**config.mk**
```make
export PLATFORM = sky130hd
export DESIGN_NAME = store_rmw_ctrl
export DESIGN_NICKNAME = d
export VERILOG_FILES = /design/src/rtl/store_rmw_ctrl.sv
export SDC_FILE = /design/constraint.sdc
export NUM_CORES = 1
export LEC_CHECK = 0
export ABC_CLOCK_PERIOD_IN_PS = 2050
export CAP_MARGIN = 30
export CORE_MARGIN = 2
export CORE_UTILIZATION = 40
export CTS_CLUSTER_SIZE = 20
export DETAILED_ROUTE_END_ITERATION = 8
export PLACE_DENSITY = 0.83
export SLEW_MARGIN = 40
export SYNTH_ARGS = -nofsm -noshare
export SYNTH_HDL_FRONTEND = slang
export SYNTH_SLANG_ARGS = --single-unit
```
**constraint.sdc**
```tcl
create_clock -name clk -period 2.05 [get_ports clk]
set_clock_uncertainty 0.2 [all_clocks]
set_input_delay 0.41 -clock clk [delete_from_list [all_inputs] [get_ports clk]]
set_output_delay 0.41 -clock clk [all_outputs]
set_load 0.005 [all_outputs]
```
**src/rtl/store_rmw_ctrl.sv**
```systemverilog
// Store sequencer for a word-only data memory: sub-word stores become a
// read-modify-write, aligned word stores are written directly.
module store_rmw_ctrl #(
    parameter int unsigned TIMEOUT = 16
) (
    input  logic        clk,
    input  logic        rst,
    input  logic        st_req_i,
    output logic        st_ready_o,
    input  logic [31:0] st_addr_i,
    input  logic [31:0] st_data_i,
    input  logic [1:0]  st_size_i,
    output logic        st_done_o,
    output logic        st_err_o,
    output logic        mem_req_o,
    output logic        mem_we_o,
    output logic [31:0] mem_addr_o,
    output logic [31:0] mem_wdata_o,
    output logic [3:0]  mem_strb_o,
    input  logic [31:0] mem_rdata_i,
    input  logic        mem_ack_i
);

    typedef enum logic [1:0] {
        S_IDLE = 2'd0,
        S_RD   = 2'd1,
        S_WR   = 2'd2,
        S_ERR  = 2'd3
    } state_t;

    // The counter only has to reach TIMEOUT-1; the timeout fires on that cycle.
    localparam int CNT_W = (TIMEOUT > 1) ? $clog2(TIMEOUT) : 1;
    localparam logic [CNT_W-1:0] CNT_LAST = CNT_W'((TIMEOUT > 0) ? (TIMEOUT - 1) : 0);

    function automatic logic [3:0] lane_mask(input logic [1:0] size, input logic [1:0] off);
        case (size)
            2'b00:   lane_mask = 4'b0001 << off;
            2'b01:   lane_mask = off[1] ? 4'b1100 : 4'b0011;
            2'b10:   lane_mask = 4'b1111;
            default: lane_mask = 4'b0000;
        endcase
    endfunction

    function automatic logic misaligned(input logic [1:0] size, input logic [1:0] off);
        case (size)
            2'b00:   misaligned = 1'b0;
            2'b01:   misaligned = off[0];
            2'b10:   misaligned = (off != 2'b00);
            default: misaligned = 1'b1;
        endcase
    endfunction

    function automatic logic [31:0] lane_data(input logic [1:0] size, input logic [31:0] data);
        case (size)
            2'b00:   lane_data = {4{data[7:0]}};
            2'b01:   lane_data = {2{data[15:0]}};
            default: lane_data = data;
        endcase
    endfunction

    function automatic logic [31:0] expand_mask(input logic [3:0] m);
        expand_mask = {{8{m[3]}}, {8{m[2]}}, {8{m[1]}}, {8{m[0]}}};
    endfunction

    state_t           state_q, state_d;
    logic             mem_req_q, mem_req_d;
    logic             mem_we_q, mem_we_d;
    logic [31:0]      mem_addr_q, mem_addr_d;
    logic [31:0]      mem_wdata_q, mem_wdata_d;
    logic [3:0]       mem_strb_q, mem_strb_d;
    logic [31:0]      lane_q, lane_d;
    logic [CNT_W-1:0] cnt_q, cnt_d;
    logic             done_q, done_d;
    logic             err_q, err_d;
    logic             ack_s;
    logic             tmo_s;

    // An ack only counts against an outstanding request; ack beats timeout.
    assign ack_s = mem_req_q & mem_ack_i;
    assign tmo_s = (TIMEOUT != 32'd0) && mem_req_q && !mem_ack_i && (cnt_q == CNT_LAST);

    // Next-state and registered-output logic
    always_comb begin
        state_d     = state_q;
        mem_req_d   = 1'b0;
        mem_we_d    = 1'b0;
        mem_addr_d  = mem_addr_q;
        mem_wdata_d = mem_wdata_q;
        mem_strb_d  = mem_strb_q;
        lane_d      = lane_q;
        cnt_d       = cnt_q;
        done_d      = 1'b0;
        err_d       = 1'b0;
        case (state_q)
            S_IDLE: begin
                if (st_req_i) begin
                    mem_addr_d = {st_addr_i[31:2], 2'b00};
                    mem_strb_d = lane_mask(st_size_i, st_addr_i[1:0]);
                    lane_d     = lane_data(st_size_i, st_data_i);
                    cnt_d      = '0;
                    if (misaligned(st_size_i, st_addr_i[1:0])) begin
                        state_d = S_ERR;
                    end else if (st_size_i == 2'b10) begin
                        state_d     = S_WR;
                        mem_wdata_d = st_data_i;
                    end else begin
                        state_d = S_RD;
                    end
                end else begin
                    state_d = S_IDLE;
                end
            end
            S_RD: begin
                if (ack_s) begin
                    mem_wdata_d = (mem_rdata_i & ~expand_mask(mem_strb_q))
                                | (lane_q & expand_mask(mem_strb_q));
                    cnt_d       = '0;
                    state_d     = S_WR;
                end else if (tmo_s) begin
                    err_d   = 1'b1;
                    state_d = S_IDLE;
                end else begin
                    mem_req_d = 1'b1;
                    cnt_d     = mem_req_q ? cnt_q + CNT_W'(1) : cnt_q;
                end
            end
            S_WR: begin
                if (ack_s) begin
                    done_d  = 1'b1;
                    state_d = S_IDLE;
                end else if (tmo_s) begin
                    err_d   = 1'b1;
                    state_d = S_IDLE;
                end else begin
                    mem_req_d = 1'b1;
                    mem_we_d  = 1'b1;
                    cnt_d     = mem_req_q ? cnt_q + CNT_W'(1) : cnt_q;
                end
            end
            S_ERR: begin
                err_d   = 1'b1;
                state_d = S_IDLE;
            end
            default: begin
                state_d = S_IDLE;
            end
        endcase
    end

    // State and output registers with synchronous reset
    always_ff @(posedge clk) begin
        if (rst) begin
            state_q     <= S_IDLE;
            mem_req_q   <= 1'b0;
            mem_we_q    <= 1'b0;
            mem_addr_q  <= 32'd0;
            mem_wdata_q <= 32'd0;
            mem_strb_q  <= 4'd0;
            lane_q      <= 32'd0;
            cnt_q       <= '0;
            done_q      <= 1'b0;
            err_q       <= 1'b0;
        end else begin
            state_q     <= state_d;
            mem_req_q   <= mem_req_d;
            mem_we_q    <= mem_we_d;
            mem_addr_q  <= mem_addr_d;
            mem_wdata_q <= mem_wdata_d;
            mem_strb_q  <= mem_strb_d;
            lane_q      <= lane_d;
            cnt_q       <= cnt_d;
            done_q      <= done_d;
            err_q       <= err_d;
        end
    end

    assign st_ready_o  = (state_q == S_IDLE);
    assign st_done_o   = done_q;
    assign st_err_o    = err_q;
    assign mem_req_o   = mem_req_q;
    assign mem_we_o    = mem_we_q;
    assign mem_addr_o  = mem_addr_q;
    assign mem_wdata_o = mem_wdata_q;
    assign mem_strb_o  = mem_strb_q;

endmodule

```
==> out/summary.log <==
[clocking] TritonCTS clock tree done
[die] Die Span Y 118.0 um
[sta] Setup Total Neg Slack 0 ns
[yosys] cell taking the most area after synthesis sky130_fd_sc_hd__dfxtp_1
[drt] DRT iter0 DRCs 393
[pwr] share of total power consumed by net switching 0.2592
[yosys] mux contribution to synthesized area 0.09235
[yosys] share of the synthesized area in the top cell type 0.4156
[die] count of pins on the block boundary 175
[drt] Final Routed Wirelength 16.84 mm
[pwr] overall power consumption 0.005502 W
[pwr] Pint 0.004076 W
[drt] final routed wire length divided by cell count 17.41 um
[final_layout] final-stage net count 898
[critical_path] startpoint of the most critical register-to-register path state_q[0]
[hold_path] Hold Crit Class flip-flop to flip-flop
[yosys] XOR/XNOR share of the synthesized area 0
[final_layout] fraction of layout instances using a drive strength above 1 0.1182
[grt] pin count of the biggest net entering global routing 49
[sta] final setup violation count 0
[grt] total gr overflow 0
[critical_path] register-to-register setup slack 0.13 ns
[clocking] clock latency at the later pin of the worst-skew pair 0.35 ns
[clocking] maximum number of buffers from clock root to sink 2
[clocking] # clock sinks 108
[critical_path] Setup CP Type flip-flop to output pin
[final_layout] utilization after layout 0.6077
[drt] vias post-DR 5267
[clocking] CTS H-tree depth 3
[yosys] post-synthesis instance total 625
[sta] slew of the pin with the lowest slew margin 0.5200 ns
[final_layout] Ant. Diodes 0
[yosys] number of enable-type register cells in the synthesized netlist 0
[pwr] share of total power in combinational logic 0.208
[pwr] leakage dissipation 2.728 nW
[sta] Max Transition Viols Final 0
[grt] number of global-route vias before repair 4851
[critical_path] maximum fanout encountered on the critical timing path 4
[yosys] count of cell types in the netlist 44
[yosys] biggest area contributors in the synthesized netlist sky130_fd_sc_hd__dfxtp_1, sky130_fd_sc_hd__nand2_1, sky130_fd_sc_hd__mux2i_1, sky130_fd_sc_hd__a21oi_1, sky130_fd_sc_hd__o2111ai_1
[die] standard cell core area 12670 sq um
[clocking] Clock Root Buffer sky130_fd_sc_hd__clkbuf_16
[critical_path] reg2reg end mem_wdata_o[12]
[status] run status finished clean
[yosys] complex-gate fraction of the synthesized area 0.2528
[grt] all-layer global routing usage 0.2315
[critical_path] length in cells of the worst reg-to-reg path 8
[critical_path] data required time at the worst endpoint 1.44 ns
[yosys] adder-cell share of the synthesized area 0.01443
[pwr] power per cell area 714.6 nW/um^2
[critical_path] endpoint class of the critical path output pin
[sta] final critical-path share of the clock period 0.9897
[drt] number of optimization iterations in the first detailed-route pass 5
[die] Initial Util 0.4106
[yosys] post-synthesis average cell area 8.324 sq um
[clocking] Worst-path clk slew 0.07 ns
[hold_path] Worst Hold Endpoint mem_addr_o[7]
[pwr] clock network fraction of total power 0.375
[sta] max frequency 0.4929 GHz
[hold_path] worst hold stages 2
[yosys] flip-flop and latch count after synthesis 108
[die] area enclosed by the die boundary 13930 sq um
[flow_run] count of maximum capacitance violations 0
[die] Core Rows 41
[yosys] sequential share of the synthesized area 0.4156
[yosys] top cell types by occurrence after synthesis sky130_fd_sc_hd__nand2_1, sky130_fd_sc_hd__dfxtp_1, sky130_fd_sc_hd__a21oi_1
[yosys] number of warnings reported in the yosys synthesis log 0
[placed_design] IO Port Bufs 172
[placed_design] Final GP Congestion 0.8211
[grt] number of antenna violations at the first check in global routing 0
[yosys] most common cell in the synthesized netlist sky130_fd_sc_hd__nand2_1
[clocking] total CTS buffers 9
[yosys] fraction of registers with async set or reset after synthesis 0
[grt] global-route wire length before repair 25.79 mm
[final_layout] filler cell count in the final layout 1110
[critical_path] critical path launch point type flip-flop
[sta] count of final hold-check violations 0
[pwr] NetSw 0.001426 W
[pwr] maximum vdd ir drop 0.3758 mV
[final_layout] area growth from synthesis to layout 48.00%
[sta] minimum clock period after layout 2.029 ns
[yosys] Synth Cell Area 5202 sq um
[placed_design] Placed Area 7219 sq um
[die] Horiz. Die Dim 118.0 um
[drt] remaining number of nets flagged by the antenna check after routing 0
[drt] # DRC 0
[yosys] simple-gate share of the synthesized area 0.1575
[placed_design] Detailed Place HPWL 11.60 mm
[hold_path] hold_sp mem_addr_o[7]
[critical_path] critical path data arrival time 1.42 ns
[final_layout] post-route standard cell area excluding fillers 7700 sq um
[pwr] Sequential Power Share 0.416
[yosys] most used flip-flop cell after synthesis sky130_fd_sc_hd__dfxtp_1
[sta] relative max-transition margin 0.6521
[yosys] combinational family with the most area after synthesis compound AO/OA/AOI/OAI gates
[drt] vias per cell 5.447
-- layout by cell type, fill, tap and decap left out, types with 3 or more instances in the layout --
cell                              netlist  layout
sky130_fd_sc_hd__clkdlybuf4s50_1        0     167
sky130_fd_sc_hd__nand2_1              146     146
sky130_fd_sc_hd__dfxtp_1              108     106
sky130_fd_sc_hd__a21oi_1               84      83
sky130_fd_sc_hd__mux2i_1               48      48
sky130_fd_sc_hd__o2111ai_1             33      32
sky130_fd_sc_hd__buf_4                  2      27
sky130_fd_sc_hd__nor2_1                25      25
sky130_fd_sc_hd__o21ai_2               20      21
sky130_fd_sc_hd__o21ai_1               21      20
sky130_fd_sc_hd__a211oi_1              13      13
sky130_fd_sc_hd__clkbuf_16              0      11
sky130_fd_sc_hd__buf_12                 0      10
sky130_fd_sc_hd__a311oi_1               9       9
sky130_fd_sc_hd__o21ai_0                9       9
sky130_fd_sc_hd__nor3_1                 5       5
sky130_fd_sc_hd__nand3_1                4       4
sky130_fd_sc_hd__ha_1                   6       4
sky130_fd_sc_hd__dlymetal6s2s_1         0       4
sky130_fd_sc_hd__nor2b_1                3       3
sky130_fd_sc_hd__inv_1                  5       3
sky130_fd_sc_hd__bufinv_16              0       3
-- routing by layer --
layer,up-vias,track usage,part of all wire
met1,2469,0.3015,0.42
li1,2543,-,-
met5,-,0,0
met2,230,0.3732,0.47
met4,0,0.07003,0.016
met3,25,0.06395,0.090
-- power groups by stage --
stage          sequential (W)  clock (W)  combinational (W)
6_report              0.00229    0.00207            0.00115
5_1_grt               0.00230    0.00220            0.00123
4_1_cts               0.00229    0.00211            0.00112
3_5_place_dp          0.00234          0            0.00110
3_3_place_gp          0.00233          0            0.00109
2_1_floorplan         0.00233          0           0.000536
-- area by class of cell --
cell class	count	area (sq um)	share of cell area
Clock buffer	11	252.7	0.03282
Clock inverter	5	106.4	0.01381
Inverter	5	21.27	0.002762
Multi-Input combinational cell	454	2743	0.3562
Sequential cell	108	2165	0.2811
Tap cell	172	215.2	0.02795
Timing Repair Buffer	212	2197	0.2853
-- per-stage QoR --
step           hold WS [ns]  setup slack [ns]  std cells
2_1_floorplan        0.2360            0.1576        626
3_3_place_gp         0.2408           -0.3368        947
3_5_place_dp         0.2458           -0.3751        947
4_1_cts              0.2556          0.004004        964
5_1_grt              0.2717         -0.009694        967
6_report             0.2542           0.02103        967
-- worst max-delay path: stages, from the launching register on --
cell                              delay, ns
sky130_fd_sc_hd__dfxtp_2               0.34
sky130_fd_sc_hd__inv_2                 0.09
sky130_fd_sc_hd__ha_4                  0.15
sky130_fd_sc_hd__clkdlybuf4s50_1       0.49
-- flip-flops by register name, summed over array words and instances (netlist names) --
name and cells:
lane_q 32, mem_wdata_o 32, mem_addr_o 30, cnt_q 4
mem_strb_o 4, state_q 2, mem_req_o 1, mem_we_o 1
st_done_o 1, st_err_o 1
-- how the worst max path moves through the flow --
| stage | start | end | slack [ns] | cells after the start |
|---|---|---|---|---|
| 4_1_cts | state_q[1] | st_ready_o | 0.004 | 3 |
| 6_report | state_q[0] | st_ready_o | 0.02 | 3 |
| 3_5_place_dp | st_addr_i[0] | mem_wdata_o[28] | -0.38 | 6 |
| 2_1_floorplan | state_q[1] | mem_wdata_o[11] | 0.16 | 6 |
| 3_3_place_gp | st_addr_i[0] | mem_wdata_o[29] | -0.34 | 6 |
| 5_1_grt | state_q[0] | st_ready_o | -0.01 | 3 |
-- cell families after synthesis --
kind of cell               Yosys count
AOI/OAI and AO/OA                  200
adders and majority gates            6
DFF                                108
other                                1
buffers and inverters               64
muxes                               48
and+or+nand+nor                    198
-- what timing repair did --
| action | in CTS | in global routing |
|---|---|---|
| pin swaps | 1 | 3 |
| gates resized for setup | 6 | 11 |
| endpoints found under the setup margin | 2 | 13 |
| buffers inserted | 1 | 1 |
| hold buffers | 0 | 0 |
| cloned | 0 | 2 |
Power figures use the tool's default switching activity.
==> variant 1, RTL diff (same flow settings) <==
Reset style: asynchronous (`rst`), changed in one clocked block. Comments in the files are not updated.
--- a/src/rtl/store_rmw_ctrl.sv
+++ b/src/rtl/store_rmw_ctrl.sv
@@ -149,5 +149,5 @@
 
     // State and output registers with synchronous reset
-    always_ff @(posedge clk) begin
+    always_ff @(posedge clk or posedge rst) begin
         if (rst) begin
             state_q     <= S_IDLE;
Check against the original RTL: differs if rst is asserted again (counterexample within 4 cycles, from zero or initial values and one cycle with rst high); with rst held inactive, the same outputs for 4 cycles.
==> variant 1 against the unedited design <==
Routed wire length is 12% lower. Worst setup slack worse by 2.1 ps. Design area is 2.7% higher. Die area is 0.35% higher. Sequential cell count stayed put. Sequential share of layout area is 6.1 points higher. Synthesized area is 0.36% higher. Critical path type is now reg -> reg. Largest cell class is now flip-flops and latches.
Power is not compared: it rests on default switching activity, and its combinational part moved more than twofold at a synthesized area within 25%.
==> variant 1: results (changes against the unedited design) <==
CTS
  – Clk root buf: clkbuf_16 (unchanged)
  – Clock slew at reported path FFs: 70 ps (about the same)
  – TritonCTS Buffers: 9 (unchanged)
  – CTS Buffer Depth: 2 (unchanged)
  – CTS HTree Levels: 3 (unchanged)
  – Worst-Skew Late Latency: 350 ps (about the same)

Global routing
  – Largest net degree at the start of global routing: 39 (was 49)
  – First-pass GRT wire length: 24200 um (was 25800 um)
  – Vias in the first global route: 4642 (was 4851)
  – All-Layer GR Usage: 0.220 (was 0.232)
  – Initial antenna violation count: 0 (unchanged)

Logic synthesis
  – Top post-synthesis cells by count: dfrtp_1 (108), mux2i_1 (56), a21oi_1 (45), nor2_1 (43), mux2_2 (39) (was nand2_1 (146), dfxtp_1 (108), a21oi_1 (84), mux2i_1 (48), o2111ai_1 (33))
  – Sequential element share of the synthesized area: 0.518 (was 0.416)
  – Ys flop type: dfrtp_1 (was dfxtp_1)
  – Synth cell types: 39 (was 44)
  – Ys Warns: 0 (unchanged)
  – Share of flip-flops with an asynchronous set or reset: 1.00 (was 0)
  – Avg Inst Size Synth: 11.3 um2 (was 8.32 um2)
  – Largest cells by area after synthesis: dfrtp_1 (52%), mux2i_1 (11%), mux2_2 (8.4%) (was dfxtp_1 (42%), nand2_1 (11%), mux2i_1 (9.2%))

Layout
  – Final Net Count: 765 (was 898)
  – N_diodes: 0 (unchanged)
  – Layout cell share with drive strength beyond 1: 0.180 (was 0.118)

Placement
  – Cells after DPL: 811 (was 947)
  – IO buf count: 172 (unchanged)
  – Pre-CTS setup slack: -445 ps (was -375 ps)
  – Gpl congestion: 0.914 (was 0.821)
  – Cell area after placement: 7380 um2 (was 7220 um2)
  – Post-DP HPWL: 10900 um (was 11600 um)

Routing
  – Initial drt markers: 288 (was 393)
  – Routed len/inst: 17.8 um (was 17.4 um)
  – DR vias/cell: 5.17 (was 5.45)
  – Pre-antenna DRT Iters: 5 (unchanged)
  – WL final: 14900 um (was 16800 um)

Setup path
  – Reg2Reg Setup Slack: 20 ps (was 130 ps)
  – Worst-path fanout max: 3 (was 4)
  – Worst path arrival time: 2060 ps (was 1420 ps)

Run status
  – Status: completed (unchanged)

STA
  – Slew margin rel.: 0.658 (was 0.652)
  – Max Freq: 492 MHz (was 493 MHz)

Min path
  – Hold Crit Class: in -> async (was reg -> reg)

Power
  – Peak supply drop: approximately 0.68 mV
  – Leak Pwr: roughly 3.4 nW
## variant 1: cell types whose count changed after synthesis, sizes merged, moves of 13 or more
cell,change
dfxtp,-108
o21ai,-18
dfrtp,+108
o2111ai,-32
nand2,-115
buf,-22
a211oi,-13
mux2,+71
nor2,+19
a21oi,-38
## variant 1: per-stage QoR
step	hold WS [ps]	util	power [W]	setup TNS, ps
after floorplan	250	-	0.00615	0
after global placement	263	0.582	0.00861	-14580
after detailed placement	274	0.582	0.00878	-15550
after CTS	138	0.622	0.0111	0
after global routing	153	0.624	0.0118	-15.9
final	145	0.624	0.0111	0
## variant 1: path summary, 6_finish.rpt
kind	start	end	cells past startpoint
max	state_q[0]	cnt_q[0]	8
min	rst	mem_addr_o[3]	2
max reg2reg	state_q[0]	cnt_q[0]	8
min reg2reg	lane_q[17]	lane_q[17]	2
max in group asynchronous	rst	mem_req_o	3
min in group clk	lane_q[17]	lane_q[17]	2
## variant 1: area by class of cell
type	count	area, um2
clock buffers	12	246
well taps	172	215
repair buffers	213	2180
clock inverters	4	72.6
multi-input cells	319	2460
fillers	999	4760
inverters	6	28.8
flip-flops and latches	108	2710
## variant 1: timing repair
item                                    CTS  global route
pin swaps                                 2             3
gates cloned                              2             0
endpoints found under the setup margin   34            16
endpoints found under the hold margin     0             0
hold buffers                              0             0
gates resized for setup                  24            10
setup buffers                             6             0
## variant 1: kinds of logic after synthesis
| family | share of synthesized area |
|---|---|
| multiplexers | 0.260 |
| flip-flops | 0.518 |
| AND/OR/NAND/NOR | 0.0767 |
| AO/OA/AOI/OAI | 0.0966 |
| buffers and inverters | 0.0335 |
| adder cells (fa/ha/maj) | 0.0144 |
| other | 0.000718 |
## variant 1: critical path: stages (launching register included)
cell and delay (ps):
dfrtp_1 390, buf_6 120, inv_4 30, buf_6 110, ha_4 150, and3_4 170
a211o_1 310, a21o_1 180, mux2_4 250
## variant 1: routing by layer
layer,global-route usage,part of all wire,vias up
li1,-,-,2004
met1,0.261,0.40,2087
met2,0.365,0.48,188
met3,0.0714,0.088,34
met4,0.0956,0.032,0
met5,0,0,-
## variant 1: where the power goes
group / switching [W] / leakage, nW / internal, W / total, W
clock: 0.000768 / 0.153 / 0.00110 / 0.00187
sequential: 0.000612 / 1.29 / 0.00317 / 0.00378
combinational: 0.00216 / 1.98 / 0.00326 / 0.00543
total: 0.00354 / 3.43 / 0.00754 / 0.0111
==> variant 2, RTL diff (config.mk and constraints unchanged) <==
Made on the original files. `TIMEOUT`: 16 -> 32.
--- a/src/rtl/store_rmw_ctrl.sv
+++ b/src/rtl/store_rmw_ctrl.sv
@@ -2,5 +2,5 @@
 // read-modify-write, aligned word stores are written directly.
 module store_rmw_ctrl #(
-    parameter int unsigned TIMEOUT = 16
+    parameter int unsigned TIMEOUT = 32
 ) (
     input  logic        clk,
Behaviour: same outputs for any inputs over 4 cycles, from zero or initial values and one cycle with rst high; that may be too few to reach the edited logic, so the function may still have changed.
==> variant 2 against the unedited design <==
Power shrank 5.2%. Design area shrank 2.1%. Synthesized area shrank 1.6%. Via count shrank 0.57%. Combinational power shrank 5%. Utilization shrank 0.78 points. Worst setup slack gained 18 ps. Sequential cell count grew 1. Maximum frequency grew 0.90%. Die area shrank 1.5%. Routed wire length shrank 1.8%. Hold slack lost 5.8 ps. Synthesized cell count grew 0.32%. Critical path type unchanged. Largest cell class unchanged.
==> variant 2: results (changes against the unedited design) <==
Global routing
  – Vias in the first global route: 4698 (was 4851)
  – M1 GR Usage: 0.319 (was 0.301)
  – Largest net degree at the start of global routing: 59 (was 49)
  – Met3 Use GR: 0.0613 (was 0.0640)
  – Met2 Usage GRT: 0.366 (was 0.373)
  – All-Layer GR Usage: 0.235 (was 0.232)

Placement
  – Cell area after placement: 7190 um2 (was 7220 um2)
  – Post-DP HPWL: 11600 um (about the same)
  – Gpl congestion: 0.909 (was 0.821)

Setup path
  – Worst path arrival time: 1400 ps (was 1420 ps)

Routing
  – Vias: 5237 (was 5267)
  – Routed len/inst: 17.0 um (was 17.4 um)
  – WL final: 16500 um (was 16800 um)

Layout
  – Storage element area: 2180 um2 (was 2160 um2)
  – Layout clock area frac: 0.0408 (was 0.0466)
  – Final Net Count: 902 (was 898)
  – Non-Clock Buffer Area Fraction: 0.282 (was 0.285)
  – P&R area growth vs syn: 47.2% (was 48.0%)
  – Multi-input combinational area share: 0.355 (was 0.356)
  – Count of non-CTS inverters in the layout: 7 (was 5)
  – Layout cell share with drive strength beyond 1: 0.0902 (was 0.118)

Logic synthesis
  – Sequential element share of the synthesized area: 0.426 (was 0.416)
  – Top post-synthesis cells by count: nand2_1 (146), dfxtp_1 (109), a21oi_1 (84), mux2i_1 (48), o21ai_1 (45) (was nand2_1 (146), dfxtp_1 (108), a21oi_1 (84), mux2i_1 (48), o2111ai_1 (33))
  – Largest cells by area after synthesis: dfxtp_1 (43%), nand2_1 (11%), mux2i_1 (9.4%) (was dfxtp_1 (42%), nand2_1 (11%), mux2i_1 (9.2%))
  – Synth cell types: 42 (was 44)

Power
  – Combinational power: 0.00109 W (was 0.00115 W)
  – Switch Pwr: 0.00142 W (was 0.00143 W)
  – Peak supply drop: 0.565 mV (was 0.376 mV)

STA
  – Fin crit period: 2010 ps (was 2030 ps)
  – Worst hold margin: 248 ps (was 254 ps)

Run status
  – Status: completed (unchanged)

Floorplanning
  – Die area: 13700 um2 (was 13900 um2)

CTS
  – CTS Sinks: 109 (was 108)
==> variant 2: worst max-delay path, delay by kind of cell, from the launching register on <==
kind,cells,cell delay [ps]
flip-flops,1,340
buffers and inverters,2,570
adder cells (fa/ha/maj),1,140
==> variant 2: final timing paths <==
check                 from              end  depth (start not counted)
max             state_q[0]       st_ready_o                          3
min reg2reg  mem_addr_o[8]    mem_addr_o[8]                          2
min                    rst       state_q[1]                          2
max reg2reg     state_q[0]  mem_wdata_o[20]                          8
==> variant 2: cells by family (layout without fill, tap and decap cells) <==
kind of cell	after synthesis	in the layout	synth area share
other	1	2	0.000732
flip-flops	109	109	0.426
AO/OA/AOI/OAI	206	206	0.249
multiplexers	48	48	0.0938
AND/OR/NAND/NOR	191	191	0.158
buffers and inverters	65	235	0.0552
adder cells (fa/ha/maj)	7	7	0.0171
==> variant 2: timing repair <==
item,in CTS,in global routing
hold buffers,0,0
endpoints found under the setup margin,1,11
resized for setup,6,2
pin swaps,1,1
buffers inserted,2,1
cloned,0,0
